$ cat src/rtl/sprint2_pkg.sv
// Shared definitions for the Sprint 2 ROM loader and the core's ROM instantiation:
// loader state encoding, region indices and the ROM address map.
package sprint2_pkg;

    typedef enum logic [2:0] {
        ST_BOOT  = 3'd0,
        ST_LOAD  = 3'd1,
        ST_CHECK = 3'd2,
        ST_HOLD  = 3'd3,
        ST_RUN   = 3'd4,
        ST_FAIL  = 3'd5
    } loader_state_t;

    localparam int RGN_PROG = 0;
    localparam int RGN_PF   = 1;
    localparam int RGN_MOT  = 2;
    localparam int RGN_SYNC = 3;

    // Inclusive [base, last] per region, indexed by RGN_*.
    localparam logic [16:0] RGN_BASE [4] = '{17'h00000, 17'h02000, 17'h02800, 17'h03000};
    localparam logic [16:0] RGN_LAST [4] = '{17'h01FFF, 17'h027FF, 17'h02FFF, 17'h030FF};

    // One-hot region select for a 25-bit ioctl byte address; zero when unmapped.
    function automatic logic [3:0] rgn_decode(input logic [24:0] addr);
        logic [3:0]  we;
        logic [16:0] a;
        we = '0;
        a  = addr[16:0];
        if (addr[24:17] == 8'd0) begin
            for (int r = 0; r < 4; r++) begin
                if (a >= RGN_BASE[r] && a <= RGN_LAST[r]) we[r] = 1'b1;
            end
        end
        return we;
    endfunction

endpackage

$ cat src/rtl/sprint2_rom_loader_if.sv
// ioctl download stream from hps_io plus the registered ROM write port toward the core.
interface sprint2_rom_loader_if;
    logic        ioctl_download;
    logic        ioctl_wr;
    logic [24:0] ioctl_addr;
    logic [7:0]  ioctl_dout;

    logic [16:0] dn_addr;
    logic [7:0]  dn_data;
    logic        dn_wr;
    logic [3:0]  rgn_we;

    modport master (
        output ioctl_download, ioctl_wr, ioctl_addr, ioctl_dout,
        input  dn_addr, dn_data, dn_wr, rgn_we
    );

    modport slave (
        input  ioctl_download, ioctl_wr, ioctl_addr, ioctl_dout,
        output dn_addr, dn_data, dn_wr, rgn_we
    );
endinterface

$ cat src/rtl/rst_stretch.sv
// Reset stretch down-counter: loads HOLD_CYC, reloads while load is high, counts to zero.
// done flags that the counter is zero on the next cycle.
module rst_stretch #(
    parameter int HOLD_CYC = 64
) (
    input  logic clk_sys,
    input  logic reset,
    input  logic load,
    output logic done
);
    localparam int CW = $clog2(HOLD_CYC + 1);

    logic [CW-1:0] cnt_q, cnt_d;

    always_comb begin
        cnt_d = cnt_q;
        if (load)               cnt_d = CW'(HOLD_CYC);
        else if (cnt_q != '0)   cnt_d = cnt_q - 1'b1;
    end

    always_ff @(posedge clk_sys or posedge reset) begin
        if (reset) cnt_q <= '0;
        else       cnt_q <= cnt_d;
    end

    assign done = (cnt_d == '0);
endmodule

$ cat src/rtl/sprint2_rom_loader.sv
// ROM-download sequencer: decodes ioctl bytes into Sprint 2 ROM regions and owns core reset.
// Optional checksum verification with `define SPRINT2_LOADER_CSUM_EN.
//
// state | meaning
// BOOT  | after reset, no image; core held in reset
// LOAD  | download active; bytes counted and forwarded
// CHECK | one cycle: verify byte count (and checksum)
// HOLD  | image good; stretching core reset
// RUN   | core released
// FAIL  | image rejected; core held in reset
module sprint2_rom_loader
    import sprint2_pkg::*;
#(
    parameter int EXP_BYTES = 12544,
    parameter int HOLD_CYC  = 64
`ifdef SPRINT2_LOADER_CSUM_EN
    , parameter logic [15:0] CSUM_EXP = 16'h0000
`endif
) (
    input  logic                  clk_sys,
    input  logic                  reset,
    sprint2_rom_loader_if.slave   io,
    input  logic                  user_reset,
    output logic                  core_reset,
    output logic                  loaded,
    output logic                  load_err
);
    localparam logic [2:0] S_BOOT  = ST_BOOT;
    localparam logic [2:0] S_LOAD  = ST_LOAD;
    localparam logic [2:0] S_CHECK = ST_CHECK;
    localparam logic [2:0] S_HOLD  = ST_HOLD;
    localparam logic [2:0] S_RUN   = ST_RUN;
    localparam logic [2:0] S_FAIL  = ST_FAIL;

    logic [2:0]  state_q, state_d;
    logic        dl_q, dl_d;
    logic [16:0] cnt_q, cnt_d;
    logic [16:0] dn_addr_q, dn_addr_d;
    logic [7:0]  dn_data_q, dn_data_d;
    logic        dn_wr_q, dn_wr_d;
    logic [3:0]  rgn_we_q, rgn_we_d;
    logic        loaded_q, loaded_d;
    logic        load_err_q, load_err_d;

    logic        dl_rise;
    logic [3:0]  wr_hit;
    logic        pass;
    logic        stretch_load;
    logic        stretch_done;

    assign dl_rise = io.ioctl_download & ~dl_q;
    assign wr_hit  = rgn_decode(io.ioctl_addr);

`ifdef SPRINT2_LOADER_CSUM_EN
    logic [15:0] sum_q, sum_d;
    assign pass = (cnt_q == 17'(EXP_BYTES)) && (sum_q == CSUM_EXP);
`else
    assign pass = (cnt_q == 17'(EXP_BYTES));
`endif

    assign stretch_load = ((state_q == S_CHECK) && pass) ||
                          (((state_q == S_HOLD) || (state_q == S_RUN)) && user_reset);

    rst_stretch #(.HOLD_CYC(HOLD_CYC)) u_rst_stretch (
        .clk_sys (clk_sys),
        .reset   (reset),
        .load    (stretch_load),
        .done    (stretch_done)
    );

    always_comb begin
        state_d    = state_q;
        dl_d       = io.ioctl_download;
        cnt_d      = cnt_q;
        dn_addr_d  = dn_addr_q;
        dn_data_d  = dn_data_q;
        dn_wr_d    = 1'b0;
        rgn_we_d   = 4'b0000;
        loaded_d   = loaded_q;
        load_err_d = load_err_q;
`ifdef SPRINT2_LOADER_CSUM_EN
        sum_d      = sum_q;
`endif

        case (state_q)
            S_BOOT, S_FAIL: begin
                if (dl_rise) state_d = S_LOAD;
            end
            S_LOAD: begin
                if (io.ioctl_wr) begin
                    if (cnt_q != '1) cnt_d = cnt_q + 1'b1;
`ifdef SPRINT2_LOADER_CSUM_EN
                    sum_d = sum_q + {8'h00, io.ioctl_dout};
`endif
                    if (wr_hit != 4'b0000) begin
                        dn_wr_d   = 1'b1;
                        rgn_we_d  = wr_hit;
                        dn_addr_d = io.ioctl_addr[16:0];
                        dn_data_d = io.ioctl_dout;
                    end
                end
                if (!io.ioctl_download) state_d = S_CHECK;
            end
            S_CHECK: begin
                loaded_d   = pass;
                load_err_d = ~pass;
                state_d    = pass ? S_HOLD : S_FAIL;
            end
            S_HOLD: begin
                if (stretch_done && !user_reset) state_d = S_RUN;
            end
            S_RUN: begin
                if (user_reset)   state_d = S_HOLD;
                else if (dl_rise) state_d = S_LOAD;
            end
            default: state_d = S_BOOT;
        endcase

        if ((state_d == S_LOAD) && (state_q != S_LOAD)) begin
            cnt_d    = '0;
            loaded_d = 1'b0;
`ifdef SPRINT2_LOADER_CSUM_EN
            sum_d    = '0;
`endif
        end
    end

    // dl_q resets high so a download still active across reset is not seen as a new edge.
    always_ff @(posedge clk_sys or posedge reset) begin
        if (reset) begin
            state_q    <= S_BOOT;
            dl_q       <= 1'b1;
            cnt_q      <= '0;
            dn_addr_q  <= '0;
            dn_data_q  <= '0;
            dn_wr_q    <= 1'b0;
            rgn_we_q   <= 4'b0000;
            loaded_q   <= 1'b0;
            load_err_q <= 1'b0;
        end else begin
            state_q    <= state_d;
            dl_q       <= dl_d;
            cnt_q      <= cnt_d;
            dn_addr_q  <= dn_addr_d;
            dn_data_q  <= dn_data_d;
            dn_wr_q    <= dn_wr_d;
            rgn_we_q   <= rgn_we_d;
            loaded_q   <= loaded_d;
            load_err_q <= load_err_d;
        end
    end

`ifdef SPRINT2_LOADER_CSUM_EN
    always_ff @(posedge clk_sys or posedge reset) begin
        if (reset) sum_q <= '0;
        else       sum_q <= sum_d;
    end
`endif

    // user_reset gates the core directly so the request itself is not delayed a cycle.
    assign core_reset = (state_q != S_RUN) | user_reset;
    assign loaded     = loaded_q;
    assign load_err   = load_err_q;
    assign io.dn_addr = dn_addr_q;
    assign io.dn_data = dn_data_q;
    assign io.dn_wr   = dn_wr_q;
    assign io.rgn_we  = rgn_we_q;
endmodule

$ cat src/flat_wrapper.sv
// flat-port wrapper written by rule: the top's interface ports become plain ports
module sprint2_rom_loader_flat import sprint2_pkg::*;
#(
    parameter int EXP_BYTES = 12544,
    parameter int HOLD_CYC  = 64

)
  (clk_sys, reset, user_reset, core_reset, loaded, load_err, io_ioctl_download, io_ioctl_wr, io_ioctl_addr, io_ioctl_dout, io_dn_addr, io_dn_data, io_dn_wr, io_rgn_we);
  sprint2_rom_loader_if io_i ();
  input  logic clk_sys;
  input  logic reset;
  input  logic user_reset;
  output logic core_reset;
  output logic loaded;
  output logic load_err;
  input wire logic [$bits(io_i.ioctl_download)-1:0] io_ioctl_download;
  input wire logic [$bits(io_i.ioctl_wr)-1:0] io_ioctl_wr;
  input wire logic [$bits(io_i.ioctl_addr)-1:0] io_ioctl_addr;
  input wire logic [$bits(io_i.ioctl_dout)-1:0] io_ioctl_dout;
  output wire logic [$bits(io_i.dn_addr)-1:0] io_dn_addr;
  output wire logic [$bits(io_i.dn_data)-1:0] io_dn_data;
  output wire logic [$bits(io_i.dn_wr)-1:0] io_dn_wr;
  output wire logic [$bits(io_i.rgn_we)-1:0] io_rgn_we;
  assign io_i.ioctl_download = io_ioctl_download;
  assign io_i.ioctl_wr = io_ioctl_wr;
  assign io_i.ioctl_addr = io_ioctl_addr;
  assign io_i.ioctl_dout = io_ioctl_dout;
  assign io_dn_addr = io_i.dn_addr;
  assign io_dn_data = io_i.dn_data;
  assign io_dn_wr = io_i.dn_wr;
  assign io_rgn_we = io_i.rgn_we;
  sprint2_rom_loader #(.EXP_BYTES(EXP_BYTES), .HOLD_CYC(HOLD_CYC)) u_core (.clk_sys(clk_sys), .reset(reset), .io(io_i), .user_reset(user_reset), .core_reset(core_reset), .loaded(loaded), .load_err(load_err));
endmodule
$ cat config.mk
export PLATFORM = sky130hd
export DESIGN_NAME = sprint2_rom_loader_flat
export DESIGN_NICKNAME = d
export VERILOG_FILES = /design/src/rtl/sprint2_pkg.sv /design/src/rtl/sprint2_rom_loader_if.sv /design/src/rtl/rst_stretch.sv /design/src/rtl/sprint2_rom_loader.sv /design/src/flat_wrapper.sv
export SDC_FILE = /design/constraint.sdc
export NUM_CORES = 1
export LEC_CHECK = 0
export CELL_PAD_IN_SITES_DETAIL_PLACEMENT = 0
export CELL_PAD_IN_SITES_GLOBAL_PLACEMENT = 2
export CORE_ASPECT_RATIO = 1.25
export CORE_MARGIN = 4
export CORE_UTILIZATION = 28
export DETAILED_ROUTE_END_ITERATION = 10
export HOLD_SLACK_MARGIN = 0.03
export MAX_ROUTING_LAYER = met4
export PLACE_DENSITY = 0.85
export SYNTH_ARGS = -nofsm -noshare
export SYNTH_HDL_FRONTEND = slang
export SYNTH_SLANG_ARGS = --single-unit
$ cat constraint.sdc
create_clock -name clk_sys -period 2.16 [get_ports clk_sys]
set_input_delay 0.54 -clock clk_sys [delete_from_list [all_inputs] [get_ports clk_sys]]
set_output_delay 0.54 -clock clk_sys [all_outputs]
set_load 0.01 [all_outputs]
==> results.md, run 1 <==
- Cells with a size suffix above 1 make up 32.3% of the layout.
- TritonCTS built the clock tree.
- The netlist area before placement is 2780 um2.
- Summed over all layers, the global routing overflow is 0.
- The main flop type after synthesis is sky130_fd_sc_hd__dfrtp_1.
- The starting utilization of the core area is 28.8%.
- The boundary pin count is 71.
- The kind of critical path is input pin to register.
- The post-route clock period utilization is 108%.
- For this design the static power due to leakage is 2.04 nW.
- Clock-pin slew was measured on the worst setup and hold paths at 50 ps.
- The TritonCTS buffer count is 9.
- For the worst setup path, the data arrival time is 2520 ps.
- Synthesis produced a netlist with a net count of 284.
- The transition at the pin with the smallest max-transition slack is 367 ps.
- The die covers 11600 um2.
- The residual antenna-violating net count after detailed routing is 0.
- The routed layout has 2276 vias.
- For this run, the slowest stage of the critical path takes 520 ps.
- The headroom to the max-slew limit is 75.5%.
- The H-tree was split into 3 levels.
- On the critical path, the stage with the largest delay is an instance of sky130_fd_sc_hd__or4_4.
- The final worst clock skew is 4.96 ps.
- The endpoint required time on the critical path is 2360 ps.
- The wire length per cell after detailed routing is 13.9 um.
- The kind of cell adding the most delay to the critical path is simple AND/OR/NAND/NOR gates.
- Dividing total power by cell area gives a power density of 847 nW/um2.
- Subtracting the final worst setup slack from the clock period gives 2330 ps.
- After floorplanning, the core was sized to cover 9660 um2.
- The wire length of the first global-routing pass is 11.5 mm.
- The number of I/O port buffers is 70.
- Entering global routing, the biggest net connects 28 pins.
- The final count of pins violating max slew is 0.
- Synthesis handed over a netlist of 242 instances.
- The signal on the critical path passes through buf_6, or4_4, or4_4, a31oi_4, buf_6, buf_8, buf_16, mux2_4.
- After detailed placement, the design holds a cell count of 467.
- Final hold analysis gives a worst-case slack of 486 ps.
- The last weighted congestion value of the routability-driven placer is 0.785.
- The checks that failed: setup timing.
- The share of synthesized flip-flops with an asynchronous set or reset is 100%.
- Row generation in the floorplan step produced 40 rows.
- The relative area change from synthesis to final layout is 62.1%.
- The clock reaches the later pin of the worst-skew pair after 310 ps.
- Setup repair after global routing could not meet its margin everywhere.
- Counting both buffers and inverters, the worst setup path holds a total of 4.
- The register bit total from synthesis is 60.
- The total area of multi-input combinational cells is 1330 um2.
- The number of warnings reported in the yosys synthesis log is 0.
- For this run, design rule violations remaining after detail routing come to 0.
- The HPWL after detailed placement is 4.91 mm.
- Across the VDD grid, the largest voltage drop is 341 uV.
- The setup slack at placement is -695 ps.
- Setup violations remaining at the end of the flow were counted as 23.
- At the end of the flow, the number of nets in the layout was 409.
- In this run the horizontal extent of the chip is 97.1 um.
- Yosys mapped a number of flops with a built-in enable equal to 0.
- The maximum achievable frequency is 0.430 GHz.
- Using the TritonRoute via totals, the vias-per-cell ratio works out to 4.57.
- The via count of the first global-routing pass is 2473.
- For this block, the routed nets add up to 6.94 mm of wire.
- Registers take 1500 um2.
- The initial antenna violation count came to 0.
- The number of violations reported at the end of detailed-routing iteration 0 is 72.
- The post-route core utilization is 46.6%.
- The iteration count of the initial detailed-routing pass is 4.
- The flow ran to the end, but the final reports show violations.
- The share of synthesized area occupied by flip-flops and latches is 54.1%.
- The layout filler cell count is 888.
- The worst-case clock buffer depth is 2.
- The critical path startpoint category is an input pin.
- The number of hold violations in the final report was 0.
- Excluding fillers, the count of instances in the completed layout stands at 498.
- Hold repair after CTS inserted 0 buffers.
- The tightest min-delay check is of the register to register type.
- The count of unique library cells instantiated by Yosys is 40.
- The final setup TNS is -1780 ps.
- In this run the vertical extent of the chip is 119 um.
- The repair_antennas step left the layout with diodes totalling 0.
- Clock tree synthesis selected as its root buffer the cell sky130_fd_sc_hd__clkbuf_16.
- Global routing used 12.6% of the available tracks.
- Setup slack on the critical path of the routed design comes to -166 ps.
- The number of max-cap violations is 0.
- The clock net in this run drives a total of 60 sinks.
- The mean area per synthesized cell is 11.5 um2.
- The top fanout value on the critical path is 5.
- STA classifies the critical path endpoint as a register.
==> sequential cells by signal, indices dropped and copies added (netlist names), 3 cells and up <==
name                        cells
u_core.state_q                  3
u_core.cnt_q                   17
u_core.io.dn_addr              17
u_core.u_rst_stretch.cnt_q      7
u_core.io.rgn_we                4
u_core.io.dn_data               8
==> logic make-up (layout without fill, tap and decap cells) <==
logic type	after synthesis	in the layout	synth area share [%]
XOR/XNOR	18	18	5.67
AO/OA/AOI/OAI	29	29	6.84
AND/OR/NAND/NOR	95	95	17.7
flip-flops	60	60	54.1
multiplexers	22	22	11.1
buffers and inverters	14	144	2.88
adder cells (fa/ha/maj)	4	4	1.80
==> synthesized netlist by cell type (all sizes together) (2+ instances only) <==
cell type,instances,area share [%]
or4,8,2.3
nand3,8,1.4
inv,9,1.2
a21oi,9,1.6
ha,4,1.8
buf,2,1.3
nor2,28,3.8
nand2b,3,0.68
clkbuf,3,0.41
nor3b,3,0.81
nand2,17,2.3
mux2,22,11
o21a,3,0.81
xnor2,9,2.8
dfrtp,59,53
o311ai,2,0.63
a31oi,2,0.99
nor2b,4,0.90
nand4,5,1.1
nor3,6,1.1
o21ai,8,1.4
or3,6,1.4
xor2,9,2.8
==> routing by layer <==
metal  GRT usage, %  part of all wire, %
met4           5.88                  1.2
met3           1.41                  3.5
met5              -                    0
met1           14.9                   44
met2           21.3                   51
==> layout by cell type (no fill, tap or decap), drive strengths merged, types with 2 or more instances in the layout <==
cell / netlist / layout
o311ai: 2 / 2
nor2: 28 / 28
nand3: 8 / 8
a21oi: 9 / 9
clkdlybuf4s15: 0 / 6
nor3b: 3 / 3
dfrtp: 59 / 59
nor2b: 4 / 4
nand2: 17 / 17
nor3: 6 / 6
buf: 2 / 53
xor2: 9 / 9
ha: 4 / 4
clkinv: 0 / 4
clkdlybuf4s50: 0 / 57
or4: 8 / 8
o21a: 3 / 3
inv: 9 / 9
bufinv: 0 / 2
or3: 6 / 6
a31oi: 2 / 2
clkbuf: 3 / 12
o21ai: 8 / 8
nand4: 5 / 5
xnor2: 9 / 9
nand2b: 3 / 3
mux2: 22 / 22
==> area by class of cell <==
type | instances | area share [%]
Clock buffer | 10 | 5.30
Timing Repair Buffer | 119 | 25.7
Sequential cell | 60 | 33.4
Clock inverter | 6 | 1.94
Inverter | 9 | 0.750
Tap cell | 126 | 3.50
Multi-Input combinational cell | 168 | 29.5
==> per-stage QoR <==
step,area (um2),total power (W)
3_5_place_dp,3880,0.00229
4_1_cts,4470,0.00384
6_report,4510,0.00381
3_3_place_gp,3880,0.00228
2_1_floorplan,2790,0.00193
5_1_grt,4510,0.00403
==> where the power goes <==
group	switching [W]	internal (W)	total (W)	leakage [nW]
registers	0.000114	0.00125	0.00137	0.806
clock network	0.000480	0.00104	0.00152	0.162
logic	0.000478	0.000451	0.000929	1.07
total	0.00107	0.00274	0.00381	2.04
==> worst register-to-register path, delay by kind of cell (launching register included) <==
kind | cells | cell delay (ps)
AO/OA/AOI/OAI | 1 | 190
flip-flops | 1 | 370
AND/OR/NAND/NOR | 2 | 860
buffers and inverters | 3 | 390
multiplexers | 1 | 300
==> what timing repair did <==
action                                  CTS  global route
resized for setup                        48            31
pin swaps                                14            20
endpoints found under the setup margin   40            46
gates cloned                              3             0
buffers inserted                         17             3
==> worst paths after layout <==
check,start,to,slack [ps],cells after the start
worst max-delay path,io_ioctl_addr[18],u_core.io.dn_addr[5]$_DFFE_PP0P_,-170,8
worst min-delay path,u_core.load_err$_DFFE_PP0N_,u_core.load_err$_DFFE_PP0N_,490,1
worst max register to register,u_core.state_q[2]$_DFF_PP0_,u_core.io.dn_addr[5]$_DFFE_PP0P_,-50,7
worst min register to register,u_core.load_err$_DFFE_PP0N_,u_core.load_err$_DFFE_PP0N_,490,1
max in group asynchronous,reset,u_core.io.dn_addr[13]$_DFFE_PP0P_,1140,3
min in group asynchronous,reset,u_core.cnt_q[2]$_DFFE_PP0P_,550,2
No activity file was read; power rests on OpenSTA's default activity.
==> run 2, diff against run 1 <==
- CORE_ASPECT_RATIO: 1.25 -> unset
==> run 2 against run 1 <==
The run still ends with setup timing left. Wire length fell by 6.0%. Clock power fell by 26%. Core utilization fell by 3.1 points. Sequential share of layout area rose by 2.1 points. Sequential cell count did not move. First-iteration DRC count fell by 28%. Power fell by 11%. Final cell count fell by 0.60%. Largest power group is now sequential cells. Register-to-register slack improved by 50 ps.
==> results.md, run 2 (synthesis gave the netlist of run 1 again) <==
- The top fanout value on the critical path is 8.
- The power per unit of standard cell area is 802 nW/um2.
- For this configuration, the core starts out at a cell density of 28.6%.
- In the routed design, unresolved DRC markers number 0.
- In the routed layout, each cell is associated on average with a via count of 4.40.
- The first global-routing pass estimated 10.8 mm of wire.
- The CTS clock-pin slew for the worst setup and hold paths is 70 ps.
- Summed over all nets, the half-perimeter wirelength after detailed placement is 4.58 mm.
- The final count of pins violating max slew is 0.
- For the worst-skew pair, the clock arrives at the later sink with an insertion delay of 330 ps.
- The layout net count is 399.
- The final reports fail on setup timing.
- In this run the remaining antenna-violating nets after routing total 0.
- The last weighted congestion value of the routability-driven placer is 0.780.
- The setup slack at placement is -708 ps.
- The ratio of cells with drive above 1 in the final layout is 28.5%.
- The kind of critical path is input pin to register.
- The core region area is 9730 um2.
- The floorplan step set the die width to 108 um.
- The number of hold violations in the final report is 0.
- The wire length per cell after detailed routing is 13.2 um.
- The kind of capture point of the worst setup path is a register.
- The number of I/O port buffers is 70.
- The initial antenna violation count is 0.
- The via count of the first global-routing pass was 2236.
- In the post-route analysis, the smallest setup slack over all paths is -50.5 ps.
- The worst IR drop on VDD is 284 uV.
- The library cell used most frequently in the layout, excluding fill and tap cells, is sky130_fd_sc_hd__dfrtp_1.
- The routed design has 6.53 mm of wire.
- Along the worst hold path, the cell count comes to 1.
- Setup repair after global routing could not meet its margin everywhere.
- The relative area change from synthesis to final layout is 52.5%.
- The total number of vias is 2180.
- Leaving out fill and tap cells, the most frequent cells in the layout are sky130_fd_sc_hd__dfrtp_1 (59), sky130_fd_sc_hd__clkdlybuf4s50_1 (57), sky130_fd_sc_hd__buf_4 (33).
- STA puts the critical path data arrival time at 2430 ps.
- For the final routed database, the setup TNS stands at -484 ps.
- The number of max-cap violations is 0.
- The clock net in this run drives a total of 60 sinks.
- The pin count of the biggest net entering global routing is 61.
- The overall power of the completed layout is 0.00340 W.
- The post-route clock period utilization is 102%.
- The final worst clock skew is 4.16 ps.
- The number of standard-cell rows in the floorplan is 36.
- The type of the worst min-delay path is register to register.
- Measured against its own limit, the worst slew margin works out to 78.3%.
- The die area is 11600 um2.
- The clock passes through at most 2 buffers.
- In this run the static leakage power is 1.88 nW.
- For the worst setup path, the data required time is 2380 ps.
- Global routing finished with a remaining overflow of 0.
- CTS built an H-tree with a depth of 3.
- In this run, post-CTS hold repair placed 0 buffers.
- The number of setup violations in the final report is 14.
- The routed design could run at a clock period as short as 2210 ps.
- The critical path startpoint category is an input pin.
- The library cell used as clock root buffer is sky130_fd_sc_hd__clkbuf_8.
- The first detailed-routing pass took 4 iterations.
- The logic depth of the worst register-to-register path is 6.
- The CTS tree is built.
- The transition at the pin with the smallest max-transition slack is 325 ps.
- The boundary pin count is 71.
- Across every metal layer, demand over resource in global routing totals 12.1%.
- Based on the critical path, the design can be clocked at up to 0.452 GHz.
- The run finished, with violations left.
- The number of antenna diodes in the final layout is 0.
- The TritonCTS buffer count is 9.
- The height of the die is 108 um.
- The number of violations reported at the end of detailed-routing iteration 0 is 52.
## run 2: cell types whose count changed in the layout (fill, tap and decap cells not counted), moves of 3 or more
| cell | previous run | this run |
|---|---|---|
| sky130_fd_sc_hd__clkbuf_8 | 1 | 10 |
| sky130_fd_sc_hd__nand2_1 | 13 | 16 |
| sky130_fd_sc_hd__clkbuf_16 | 9 | 0 |
| sky130_fd_sc_hd__buf_6 | 7 | 4 |
| sky130_fd_sc_hd__buf_4 | 37 | 33 |
## run 2: final timing paths
check	from	endpoint	slack (ps)
setup / recovery	io_ioctl_addr[20]	u_core.io.dn_addr[11]$_DFFE_PP0P_	-50
max in group asynchronous	reset	u_core.dl_q$_DFF_PP1_	1290
hold / removal	u_core.io.dn_addr[15]$_DFFE_PP0P_	u_core.io.dn_addr[15]$_DFFE_PP0P_	500
hold reg to reg	u_core.io.dn_addr[15]$_DFFE_PP0P_	u_core.io.dn_addr[15]$_DFFE_PP0P_	500
setup reg to reg	u_core.state_q[2]$_DFF_PP0_	u_core.io.dn_addr[11]$_DFFE_PP0P_	0
min in group asynchronous	reset	u_core.state_q[0]$_DFF_PP0_	580
## run 2: area by class of cell
cell class	instances	area (um2)
clock buffer	12	145
tap	133	166
fill	953	5490
timing repair buffer	109	1020
multi-input combinational	168	1290
clock inverter	4	72.6
sequential	60	1500
inverter	9	33.8
## run 2: metal layers
| layer | global-route usage [%] | routed length (um) |
|---|---|---|
| met1 | 16.2 | 3090 |
| met2 | 17.3 | 2970 |
| met3 | 3.60 | 355 |
| met4 | 4.87 | 114 |
| met5 | - | 0 |
## run 2: through the flow
step                      hold slack [ps]  cells  util (%)  area (um2)
after global routing                  538    495      43.6        4240
after CTS                             507    494      43.1        4190
after global placement                480    470      39.6        3850
final                                 500    495      43.6        4240
after floorplan                       488    242         -        2790
after detailed placement              492    470      39.6        3850
## run 2: what timing repair did
item                       in CTS  in global routing
pin swaps                       7                 16
gates cloned                    1                  0
setup endpoints to repair      38                 36
buffers inserted                7                  2
resized for setup              41                 21
## run 2: power by group
part	total (W)	switching [W]	internal, W	leakage (nW)
combinational	0.000913	0.000461	0.000452	0.966
sequential	0.00136	0.000114	0.00125	0.806
clock	0.00112	0.000440	0.000680	0.107
## run 2: worst max-delay path: stages
cell,delay (ps)
sky130_fd_sc_hd__buf_6,90
sky130_fd_sc_hd__or4_1,500
sky130_fd_sc_hd__or4_4,520
sky130_fd_sc_hd__a31oi_4,210
sky130_fd_sc_hd__buf_12,140
sky130_fd_sc_hd__buf_12,120
sky130_fd_sc_hd__mux2_4,300
==> run 3, diff against run 2 <==
- CORE_ASPECT_RATIO: unset -> 1.25
- CTS_CLUSTER_SIZE: unset -> 12
- SKIP_LAST_GASP: unset -> 1
==> run 3 against run 2 <==
The flow still finishes with violations (setup timing). Hold slack got worse by 14 ps. Sequential cell count did not move. Die area is essentially flat. Clock skew increased by 0.82 ps. Combinational power grew 2%. First-iteration DRC count grew 31%. Setup slack worse by 110 ps. Fmax fell by 4.9%. Critical path type unchanged.
==> results.md, run 3 (synthesis gave the netlist of run 1 again) <==
- The run finished, with violations left.
- The checks that failed: setup timing.
- Clock tree synthesis inserted a total of 9 buffers.
- The detailed router finished its first iteration with 68 violations.
- From synthesis to final layout, the design area changed by 62.0%.
- The final critical path takes up 108% of the cycle.
- VDD sags by at most 341 uV.
- The number of setup violations in the final report is 23.
- The final worst-path setup slack is -165 ps.
- After routing the design area is 4500 um2.
- The cell leakage power is 2.04 nW.
- The worst setup path is launched from an input pin.
- The floorplan has 40 rows.
- The detailed router placed 2279 vias in this run.
- Final hold analysis gives a worst-case slack of 486 ps.
- The ratio of cells with drive above 1 in the final layout is 31.7%.
- The kind of critical path is input pin to register.
- The transition at the pin with the smallest max-transition slack is 367 ps.
- The floorplan step set the die height to 119 um.
- The antenna diode instance count is 0.
- The final count of pins violating max slew is 0.
- Along the worst path, the maximum fanout reaches 5.
- The kind of capture point of the worst setup path is a register.
- The total congestion overflow after global routing is 0.
- The die covers 11600 um2.
- Once the floorplan was initialized, standard cells occupied 28.8% of the core.
- The pre-antenna-repair detailed-routing pass consisted of 4 iterations.
- The routed wire length is 6.94 mm.
- 71 I/O pins were placed.
- For this run, design rule violations remaining after detail routing come to 0.
- The total area inside the core boundary comes to 9660 um2.
- The power per unit of standard cell area is 847 nW/um2.
- The overall power of the completed layout is 0.00381 W.
- Dividing the detail-routed wire length by the instance count gives 13.9 um.
- The die is 97.1 um wide.
- The number of max-cap violations is 0.
- In this run the tightest slew margin relative to its limit is 75.5%.
- In the layout the commonest cells are sky130_fd_sc_hd__dfrtp_1 (59), sky130_fd_sc_hd__clkdlybuf4s50_1 (57), sky130_fd_sc_hd__buf_4 (37).
- The via count of the first global-routing pass is 2473.
- The tree is rooted in a sky130_fd_sc_hd__clkbuf_16.
- The worst-case clock buffer depth is 2.
- The commonest non-fill, non-tap cell in the layout is sky130_fd_sc_hd__dfrtp_1.
- The endpoint required time on the critical path is 2360 ps.
- The last weighted congestion value of the routability-driven placer is 0.785.
- The maximum achievable frequency is 0.430 GHz.
- The final layout contains 409 nets.
- Entering global routing, the biggest net connects 28 pins.
- Input and output buffers added on the ports amount to 70.
- The vias per cell is 4.58.
- The detailed placer's ending HPWL is 4.91 mm.
- The final critical delay including setup and external delays is 2320 ps.
- For this run, the total global-route usage over all layers was measured as 12.6%.
- The residual antenna-violating net count after detailed routing is 0.
- The wire length of the first global-routing pass is 11.5 mm.
- The number of buffers inserted by hold repair at cts is 0.
- The CTS clock-pin slew for the worst setup and hold paths is 50 ps.
- Data on the critical path arrives at its endpoint at 2520 ps.
- The initial antenna violation count is 0.
- Clock tree synthesis found a total of 60 sinks.
- The number of hold violations in the final report is 0.
- TritonCTS built the clock tree.
- The final worst clock skew is 4.98 ps.
- The deepest level of the CTS H-tree is 3.
- At the later pin of the worst-skew pair, clock insertion delay measures 310 ps.
- The placed standard-cell area is 3880 um2.
- The path class of the tightest hold or removal check is register to register.
- Setup repair after global routing could not meet its margin everywhere.
## run 3: cell types whose count changed in the layout (fill, tap and decap cells not counted), sizes merged
cell	previous run	this run
clkinv	1	4
clkinvlp	1	0
clkbuf	15	12
buf	43	53
clkdlybuf4s15	5	6
## run 3: repair_timing
| item | CTS | global route |
|---|---|---|
| resized for setup | 48 | 29 |
| pin swaps | 14 | 20 |
| endpoints found under the setup margin | 40 | 46 |
| cloned | 3 | 0 |
| setup buffers | 17 | 3 |
## run 3: worst paths after layout
check                                                  from                           endpoint  slack, ps  depth (start not counted)
max in group asynchronous                             reset  u_core.io.dn_addr[13]$_DFFE_PP0P_       1140                          3
worst min register to register  u_core.load_err$_DFFE_PP0N_        u_core.load_err$_DFFE_PP0N_        490                          1
worst max-delay path                      io_ioctl_addr[18]   u_core.io.dn_addr[5]$_DFFE_PP0P_       -160                          8
min in group asynchronous                             reset        u_core.cnt_q[2]$_DFFE_PP0P_        550                          2
worst max register to register  u_core.state_q[2]$_DFF_PP0_   u_core.io.dn_addr[5]$_DFFE_PP0P_        -50                          7
worst min-delay path            u_core.load_err$_DFFE_PP0N_        u_core.load_err$_DFFE_PP0N_        490                          1
## run 3: per-stage QoR
step | TNS, ps | std cells | setup slack [ps] | util [%]
final | -1770 | 498 | -165 | 46.6
after global routing | -4300 | 498 | -200 | 46.6
after CTS | -3110 | 501 | -195 | 46.3
after detailed placement | -19730 | 467 | -695 | 40.1
after global placement | -19210 | 467 | -670 | 40.1
after floorplan | -6290 | 242 | -309 | -
## run 3: cell type report
cell class | count | area, um2
inverter | 9 | 33.8
timing repair buffer | 119 | 1160
multi-input combinational | 168 | 1320
clock inverter | 6 | 87.6
tap | 126 | 158
fill | 889 | 5160
sequential | 60 | 1500
clock buffer | 10 | 239
## run 3: critical path, cell delays in order
cell and delay, ps:
sky130_fd_sc_hd__buf_6 90, sky130_fd_sc_hd__or4_4 510, sky130_fd_sc_hd__or4_4 520, sky130_fd_sc_hd__a31oi_4 190
sky130_fd_sc_hd__buf_6 140, sky130_fd_sc_hd__buf_8 120, sky130_fd_sc_hd__buf_16 120, sky130_fd_sc_hd__mux2_4 300
## run 3: layer usage
metal	up-vias	GRT usage, %	wire length, um
met5	-	-	0
met4	0	5.88	86
met3	7	1.41	247
met2	55	21.3	3540
met1	1116	14.9	3060
li1	1101	-	-
## run 3: power breakdown
group / internal, W / leakage, nW / switching (W)
combinational: 0.000451 / 1.07 / 0.000478
sequential: 0.00125 / 0.806 / 0.000114
clock: 0.00104 / 0.162 / 0.000480
